File: src/rtl/cdb_broadcast_arbiter_pkg.sv
// Shared CDB types and sizing for the broadcast arbiter, RS, ROB and PRF.
package cdb_broadcast_arbiter_pkg;

  localparam int unsigned PHYS_REGS = 128;
  localparam int unsigned ROB_DEPTH = 32;
  localparam int unsigned CDB_WIDTH = 2;
  localparam int unsigned FU_NUM    = 8;
  localparam int unsigned XLEN      = 32;

  localparam int unsigned PR_W   = $clog2(PHYS_REGS);
  localparam int unsigned ROB_W  = $clog2(ROB_DEPTH);
  localparam int unsigned FU_W   = $clog2(FU_NUM);
  localparam int unsigned LANE_W = (CDB_WIDTH > 1) ? $clog2(CDB_WIDTH) : 1;
  localparam int unsigned CNT_W  = $clog2(CDB_WIDTH + 1);

  typedef struct packed {
    logic [PR_W-1:0]  tag;
    logic [ROB_W-1:0] rob_idx;
    logic [XLEN-1:0]  value;
  } fu_complete_t;

  typedef struct packed {
    logic             valid;
    logic [PR_W-1:0]  tag;
    logic [ROB_W-1:0] rob_idx;
    logic [XLEN-1:0]  value;
  } cdb_packet_t;

  // Round-robin successor of an FU index, wrapping at FU_NUM.
  function automatic logic [FU_W-1:0] fu_next(input logic [FU_W-1:0] idx);
    logic [31:0] nxt;
    nxt = 32'(idx) + 32'd1;
    return (nxt >= FU_NUM) ? '0 : FU_W'(nxt);
  endfunction

endpackage

File: src/rtl/cdb_broadcast_arbiter_rr_picker.sv
// Combinational multi-grant round-robin picker: first CDB_WIDTH requesters
// starting at ptr win, lane order follows scan order.
module cdb_broadcast_arbiter_rr_picker
  import cdb_broadcast_arbiter_pkg::*;
(
  input  logic [FU_NUM-1:0]               req,
  input  logic [FU_W-1:0]                 ptr,
  output logic [FU_NUM-1:0]               grant,
  output logic [CDB_WIDTH-1:0][FU_W-1:0]  lane_sel,
  output logic [CDB_WIDTH-1:0]            lane_v,
  output logic [FU_W-1:0]                 last_idx
);

  logic [31:0]      pos;
  logic [FU_W-1:0]  idx;
  logic [CNT_W-1:0] cnt;

  // Scan from ptr with wrap, handing winners to lanes in order.
  always_comb begin
    grant    = '0;
    lane_sel = '0;
    lane_v   = '0;
    last_idx = ptr;
    cnt      = '0;
    pos      = '0;
    idx      = '0;
    for (int i = 0; i < FU_NUM; i++) begin
      pos = 32'(ptr) + 32'(i);
      if (pos >= FU_NUM) pos = pos - FU_NUM;
      idx = FU_W'(pos);
      if (req[idx] && (32'(cnt) < CDB_WIDTH)) begin
        grant[idx]                = 1'b1;
        lane_sel[LANE_W'(cnt)]    = idx;
        lane_v[LANE_W'(cnt)]      = 1'b1;
        last_idx                  = idx;
        cnt                       = cnt + CNT_W'(1);
      end
    end
  end

endmodule

File: src/rtl/cdb_broadcast_arbiter.sv
// CDB transmit arbiter: one-entry hold per FU, round-robin selection of up to
// CDB_WIDTH completions per cycle, registered broadcast lanes.
// Optional same-cycle bypass of an idle FU's completion: define CDB_BYPASS_EN.
module cdb_broadcast_arbiter
  import cdb_broadcast_arbiter_pkg::*;
(
  input  logic                               clock,
  input  logic                               reset,
  input  logic                               flush,
  input  logic [FU_NUM-1:0]                  fu_valid_i,
  input  logic [FU_NUM-1:0][PR_W-1:0]        fu_tag_i,
  input  logic [FU_NUM-1:0][ROB_W-1:0]       fu_rob_idx_i,
  input  logic [FU_NUM-1:0][XLEN-1:0]        fu_value_i,
  output logic [FU_NUM-1:0]                  fu_ready_o,
  output logic [CDB_WIDTH-1:0]               cdb_valid_o,
  output logic [CDB_WIDTH-1:0][PR_W-1:0]     cdb_tag_o,
  output logic [CDB_WIDTH-1:0][ROB_W-1:0]    cdb_rob_idx_o,
  output logic [CDB_WIDTH-1:0][XLEN-1:0]     cdb_value_o
);

  logic [FU_NUM-1:0]                 hold_v, hold_v_d;
  fu_complete_t [FU_NUM-1:0]         hold_q, hold_q_d;
  logic [FU_W-1:0]                   rr_ptr, rr_ptr_d;
  cdb_packet_t [CDB_WIDTH-1:0]       cdb_q, cdb_d;

  fu_complete_t [FU_NUM-1:0]         in_pay, cand;
  logic [FU_NUM-1:0]                 req, grant, accept, bypass_hit;
  logic [CDB_WIDTH-1:0][FU_W-1:0]    lane_sel;
  logic [CDB_WIDTH-1:0]              lane_v;
  logic [FU_W-1:0]                   last_idx;

  // Arbitration candidates: held entry if present, else the live FU payload.
  always_comb begin
    for (int k = 0; k < FU_NUM; k++) begin
      in_pay[k] = '{tag: fu_tag_i[k], rob_idx: fu_rob_idx_i[k], value: fu_value_i[k]};
      cand[k]   = hold_v[k] ? hold_q[k] : in_pay[k];
    end
`ifdef CDB_BYPASS_EN
    req = hold_v | fu_valid_i;
`else
    req = hold_v;
`endif
  end

  cdb_broadcast_arbiter_rr_picker u_picker (
    .req      (req),
    .ptr      (rr_ptr),
    .grant    (grant),
    .lane_sel (lane_sel),
    .lane_v   (lane_v),
    .last_idx (last_idx)
  );

  // A hold can take a new completion when empty or draining this cycle.
  assign fu_ready_o = (reset || flush) ? '0 : (~hold_v | grant);
  assign accept     = fu_valid_i & fu_ready_o;
  // Grant on an empty hold only happens for a bypassed live completion.
  assign bypass_hit = ~hold_v & grant;

  // Next-state for holds, broadcast lanes and round-robin pointer.
  always_comb begin
    hold_v_d = hold_v;
    hold_q_d = hold_q;
    rr_ptr_d = rr_ptr;
    cdb_d    = '0;
    if (reset) begin
      hold_v_d = '0;
      hold_q_d = '0;
      rr_ptr_d = '0;
    end else if (flush) begin
      hold_v_d = '0;
    end else begin
      for (int l = 0; l < CDB_WIDTH; l++) begin
        if (lane_v[l]) begin
          cdb_d[l] = '{valid:   1'b1,
                       tag:     cand[lane_sel[l]].tag,
                       rob_idx: cand[lane_sel[l]].rob_idx,
                       value:   cand[lane_sel[l]].value};
        end
      end
      for (int k = 0; k < FU_NUM; k++) begin
        if (accept[k] && !bypass_hit[k]) begin
          hold_v_d[k] = 1'b1;
          hold_q_d[k] = in_pay[k];
        end else if (grant[k]) begin
          hold_v_d[k] = 1'b0;
        end
      end
      if (|grant) rr_ptr_d = fu_next(last_idx);
    end
  end

  // State registers; synchronous reset is folded into the next-state logic.
  always_ff @(posedge clock) begin
    hold_v <= hold_v_d;
    hold_q <= hold_q_d;
    rr_ptr <= rr_ptr_d;
    cdb_q  <= cdb_d;
  end

  // Unpack registered lanes onto the broadcast ports.
  always_comb begin
    for (int l = 0; l < CDB_WIDTH; l++) begin
      cdb_valid_o[l]   = cdb_q[l].valid;
      cdb_tag_o[l]     = cdb_q[l].tag;
      cdb_rob_idx_o[l] = cdb_q[l].rob_idx;
      cdb_value_o[l]   = cdb_q[l].value;
    end
  end

endmodule
File: config.mk
export PLATFORM = sky130hd
export DESIGN_NAME = cdb_broadcast_arbiter
export DESIGN_NICKNAME = d
export VERILOG_FILES = /design/src/rtl/cdb_broadcast_arbiter_pkg.sv /design/src/rtl/cdb_broadcast_arbiter_rr_picker.sv /design/src/rtl/cdb_broadcast_arbiter.sv
export SDC_FILE = /design/constraint.sdc
export NUM_CORES = 2
export LEC_CHECK = 0
export CORE_ASPECT_RATIO = 0.75
export CORE_MARGIN = 4
export CORE_UTILIZATION = 25
export CTS_CLUSTER_DIAMETER = 30
export DETAILED_ROUTE_END_ITERATION = 8
export SYNTH_ARGS = -nofsm -noshare
export SYNTH_HDL_FRONTEND = slang
export SYNTH_HIERARCHICAL = 1
export SYNTH_SLANG_ARGS = --single-unit
File: constraint.sdc
create_clock -name clock -period 5.5 [get_ports clock]
set_input_delay 0.55 -clock clock [delete_from_list [all_inputs] [get_ports clock]]
set_output_delay 0.55 -clock clock [all_outputs]
set_load 0.02 [all_outputs]
==> impl.org <==
** Run status
- Status :: finished, final reports clean

** Route
- The first detailed-routing pass ran for 8 iterations.
- The count of nets left with antenna violations once routing finished came out at 0.
- The final route contains 26595 vias.
- In the routed layout, each cell is associated on average with a via count of about 5.3.
- DRC violation count after routing :: 0
- Violation count after the first detailed-routing iteration :: ~2900
- The routed design has 124.0 mm of wire.
- Routed wire per std cell :: between 20 and 25 um

** Yosys
- The synthesized design contains approximately 450 register bits.
- Synth cell types :: between 70 and 80
- Counting every net in the synthesized netlist gives around 3600.
- Ranked by instance count, the synthesized netlist is headed by sky130_fd_sc_hd__nand2_1 (917), sky130_fd_sc_hd__dfxtp_1 (453), sky130_fd_sc_hd__a21oi_1 (425).
- Seq/Total Area, Yosys :: 36.10%
- Most instantiated flip-flop cell in the synthesis netlist :: sky130_fd_sc_hd__dfxtp_1
- Gate Count Post-Synth :: about 3200
- Combinational family with the most area after synthesis :: compound AO/OA/AOI/OAI gates
- Most instantiated library cell after synthesis :: sky130_fd_sc_hd__nand2_1
- Syn Std Cell Area :: around 25000 um^2
- Post-synth EDFFs :: 0
- Leading cell types by total area after synthesis :: sky130_fd_sc_hd__dfxtp_1 (36%), sky130_fd_sc_hd__nand2_1 (14%), sky130_fd_sc_hd__a21oi_1 (8.5%), sky130_fd_sc_hd__mux2i_1 (8.2%), sky130_fd_sc_hd__mux2_2 (8.0%)
- After synthesis, the share of flip-flops with an asynchronous set or reset is 0%.
- Xor/xnor cell area share of the yosys netlist :: 0.7123%
- Arithmetic-cell share of the synthesized area counting full adders, half adders and majority gates :: less than 1%
- Summing the areas of all and, or, nand and nor instances in the mapped netlist gives ~18% of the synthesized area.
- In the synthesized netlist, mux cells make up 17.37% of the area.
- The share of synthesized area in the top cell type comes to 36.10%.
- During synthesis, Yosys emitted a total of 6 warnings.
- Post-Syn Area per Cell :: slightly below 8 um^2
- The synthesized netlist devotes about 22% of its cell area to compound gates.
- Of all cell types, the one taking the most synthesized area is sky130_fd_sc_hd__dfxtp_1.

** Die
- Rows :: 100
- Die Wd :: roughly 370 um
- Core box area :: around 100000 um^2
- Top-level I/O count :: ~460
- In this run the vertical extent of the chip is about 280 um.
- The die covers 105700 um^2.
- The initial utilization of the core area, before any placement, comes to between 20% and 30%.

** Worst setup path
- The slowest stage of the critical path belongs to the cell sky130_fd_sc_hd__mux4_2.
- Counting cells, the worst reg-to-reg path comes to 21.
- Type of destination of the critical path :: output pin
- For flop-to-flop paths, the worst setup slack is 0.39 ns.
- First element of the critical path :: hold_v[3]
- Launch instance of the worst register-to-register path :: rr_ptr[1]
- Launching element type of the critical path :: register
- The worst setup path is of the register to output pin kind.
- At the worst endpoint, the arrival time is 4.74 ns.
- Of all nets on the critical path, the largest fanout is 20.
- Critical Path End :: fu_ready_o[7]
- Traced cell by cell, the critical path runs through buf_4, mux2i_1, mux4_2, buf_4, o21ai_1, nand2_1, a211oi_4, o21ai_2, o21ai_1, mux2i_1, mux2i_1, inv_1, a21oi_1, dlygate4sd2_1.
- The worst register-to-register path ends at cdb_value_o[43].
- Slowest Stage Delay on Critical Path :: around 0.61 ns
- Most Frequent Cell on Critical Path :: sky130_fd_sc_hd__mux2i_1
- Data on the critical path is required at its endpoint by 4.95 ns.

** CTS
- Clk buf depth :: 3
- Number of H-tree levels :: 3
- Later-pin clock latency in the skew report :: between 0.6 and 0.7 ns
- After clock tree synthesis, the clock-pin slew on the worst setup and hold paths is approximately 0.05 ns.
- In this run, post-CTS hold repair placed 0 buffers.
- Clock tree from TritonCTS :: built
- The clock net in this run drives a total of ~450 sinks.
- The tree is rooted in a sky130_fd_sc_hd__clkbuf_16.
- Number of buffers added by the clock tree synthesis step :: 102

** Timing
- The final number of hold-violating endpoints is 0.
- Slew HR :: a little under a third
- The worst path needs approximately 5.3 ns of the cycle, external delays included.
- Setup repair after global routing left no endpoint under its margin.
- For this run, the top clock speed supported by timing is roughly 190 MHz.
- Between clock sinks in the finished design, the worst skew comes to 0.03083 ns.
- In the finished design, the share of the clock period the worst path needs comes to 96.25%.
- The number of max-slew violations in the final report came to 0.
- Setup TNS after final layout :: 0 ns
- Final setup violation count :: 0
- Worst-Margin Slew :: roughly 1.0 ns

** Finish
- Fraction of layout cells with a size suffix above 1 :: around 15%
- The net count of the finished layout is between 3000 and 4000.
- Summing all multi-input logic gate instances after layout gives about 15000 um^2.
- Once layout is complete, the cells apart from fillers number 5037.
- From synthesis to final layout, the design area changed by 41.85%.
- The sequential cells in the finished layout cover a total of around 9000 um^2.
- The layout has 10098 filler cells.

** GRT
- Vias in the first global route :: 25404
- Entering global routing, the biggest net connects around 180 pins.
- Combined global-route utilization of all metal layers :: approximately 22%
- Initial antenna violation count :: 15
- Global routing finished with a remaining overflow of 0.
- First-pass GRT wire length :: 176.2 mm

** Placement
- Summed over all nets, the half-perimeter wirelength after detailed placement is 87.11 mm.
- At the end of routability-driven placement, the weighted congestion stood at 0.9203.
- Total instance count after detailed placement :: 4841
- In this run the tool buffered the top-level ports with 460 buffer cells.

** Pwr
- Power spread over the standard cell area amounts to 622.3 nW/um^2.
- Leakage power summed over all cells :: 0.01234 uW
- Maximum resistive drop on vdd :: 0.7235 mV

** Flow run
- The tool flagged a number of max-cap violations equal to 0.

** Hold path
- The tightest min-delay check is of the primary input to register type.
-- sequential cells by signal, summed over array words and instances, names as in the netlist --
| name | cells |
|---|---|
| hold_q | 352 |
| cdb_value_o | 64 |
| cdb_rob_idx_o | 10 |
| cdb_tag_o | 14 |
| hold_v | 8 |
| rr_ptr | 3 |
| cdb_valid_o | 2 |
-- final cells by class --
type	count	area share (%)
Multi-Input combinational cell	2455	42.34
Sequential cell	453	25.54
Timing Repair Buffer	592	16.92
Clock buffer	126	8.017
Tap cell	1326	4.656
Clock inverter	59	2.290
Inverter	19	0.2002
Antenna cell	7	0.04916
-- layer usage --
| metal | global-route usage (%) | part of all wire (%) | vias to the layer above | routed length, um |
|---|---|---|---|---|
| met2 | 34.99 | 44 | 1435 | 54530 |
| met4 | 7.727 | 3.0 | 12 | 3703 |
| li1 | - | - | 12261 | - |
| met1 | 29.87 | 43 | 12617 | 53420 |
| met3 | 6.215 | 9.9 | 270 | 12270 |
| met5 | 0 | 0.070 | - | 87 |
-- through the flow --
stage	hold WS (ns)	instance area [um^2]	util (%)	worst slack, ns	total power (uW)
global route	0.3617	35620	35.81	0.01989	23200
global placement	0.4375	31860	32.03	0.4013	15410
CTS	0.3186	35600	35.79	0.03928	22060
finish	0.3409	35630	35.82	0.2062	22170
detailed placement	0.4428	31860	32.03	0.2339	15440
floorplan	0.4329	25130	-	0.02963	10870
-- cell usage in the layout, fill, tap and decap left out, types with 14 or more instances in the layout --
cell type	netlist	routed
sky130_fd_sc_hd__a211oi_1	87	87
sky130_fd_sc_hd__a21oi_1	425	425
sky130_fd_sc_hd__a22o_1	42	41
sky130_fd_sc_hd__buf_12	1	37
sky130_fd_sc_hd__buf_4	2	95
sky130_fd_sc_hd__bufinv_16	0	17
sky130_fd_sc_hd__clkbuf_16	0	105
sky130_fd_sc_hd__clkbuf_8	0	15
sky130_fd_sc_hd__clkdlybuf4s50_1	0	451
sky130_fd_sc_hd__clkinv_2	0	22
sky130_fd_sc_hd__dfxtp_1	453	445
sky130_fd_sc_hd__inv_1	18	18
sky130_fd_sc_hd__mux2_2	179	179
sky130_fd_sc_hd__mux2i_1	205	201
sky130_fd_sc_hd__nand2_1	917	916
sky130_fd_sc_hd__nand3_1	29	20
sky130_fd_sc_hd__nand4_1	47	47
sky130_fd_sc_hd__nor2_1	107	105
sky130_fd_sc_hd__o211ai_1	179	179
sky130_fd_sc_hd__o21ai_0	26	25
sky130_fd_sc_hd__o22ai_1	49	49
sky130_fd_sc_hd__xnor2_1	15	14
-- logic make-up (layout without fill, tap and decap cells) --
group	after synthesis	count (layout)
AO/OA/AOI/OAI	873	873
XOR/XNOR	18	18
flip-flops	453	453
buffers and inverters	294	796
multiplexers	401	401
other	0	7
AND/OR/NAND/NOR	1149	1149
adder cells (fa/ha/maj)	14	14
-- how the worst min path moves through the flow --
| stage | startpoint | endpoint | slack, ns | cells past startpoint |
|---|---|---|---|---|
| final | reset | hold_q[318] | 0.34 | 2 |
| after global routing | reset | rr_ptr[2] | 0.36 | 2 |
| after CTS | reset | rr_ptr[2] | 0.32 | 2 |
| after detailed placement | hold_q[50] | hold_q[50] | 0.44 | 2 |
| after global placement | hold_q[43] | hold_q[43] | 0.44 | 2 |
| after floorplan | hold_q[0] | hold_q[0] | 0.43 | 2 |
-- critical path: cells and delay by family (launching register included) --
family	cells	cell delay [ns]
buf+inv	4	1.17
mux	4	1.08
compound gates	5	1.04
flops	1	0.59
simple gates	1	0.17
-- where the power goes --
| group | switching (uW) | internal [uW] |
|---|---|---|
| registers | 259 | 3730 |
| logic | 7410 | 4260 |
| clock network | 2070 | 4450 |
-- repair_timing --
action,CTS,global route
buffers inserted,1,3
setup endpoints to repair,8,8
resized for setup,20,18
pin swaps,1,3
hold endpoints to repair,0,0
No activity file was read; power rests on OpenSTA's default activity.
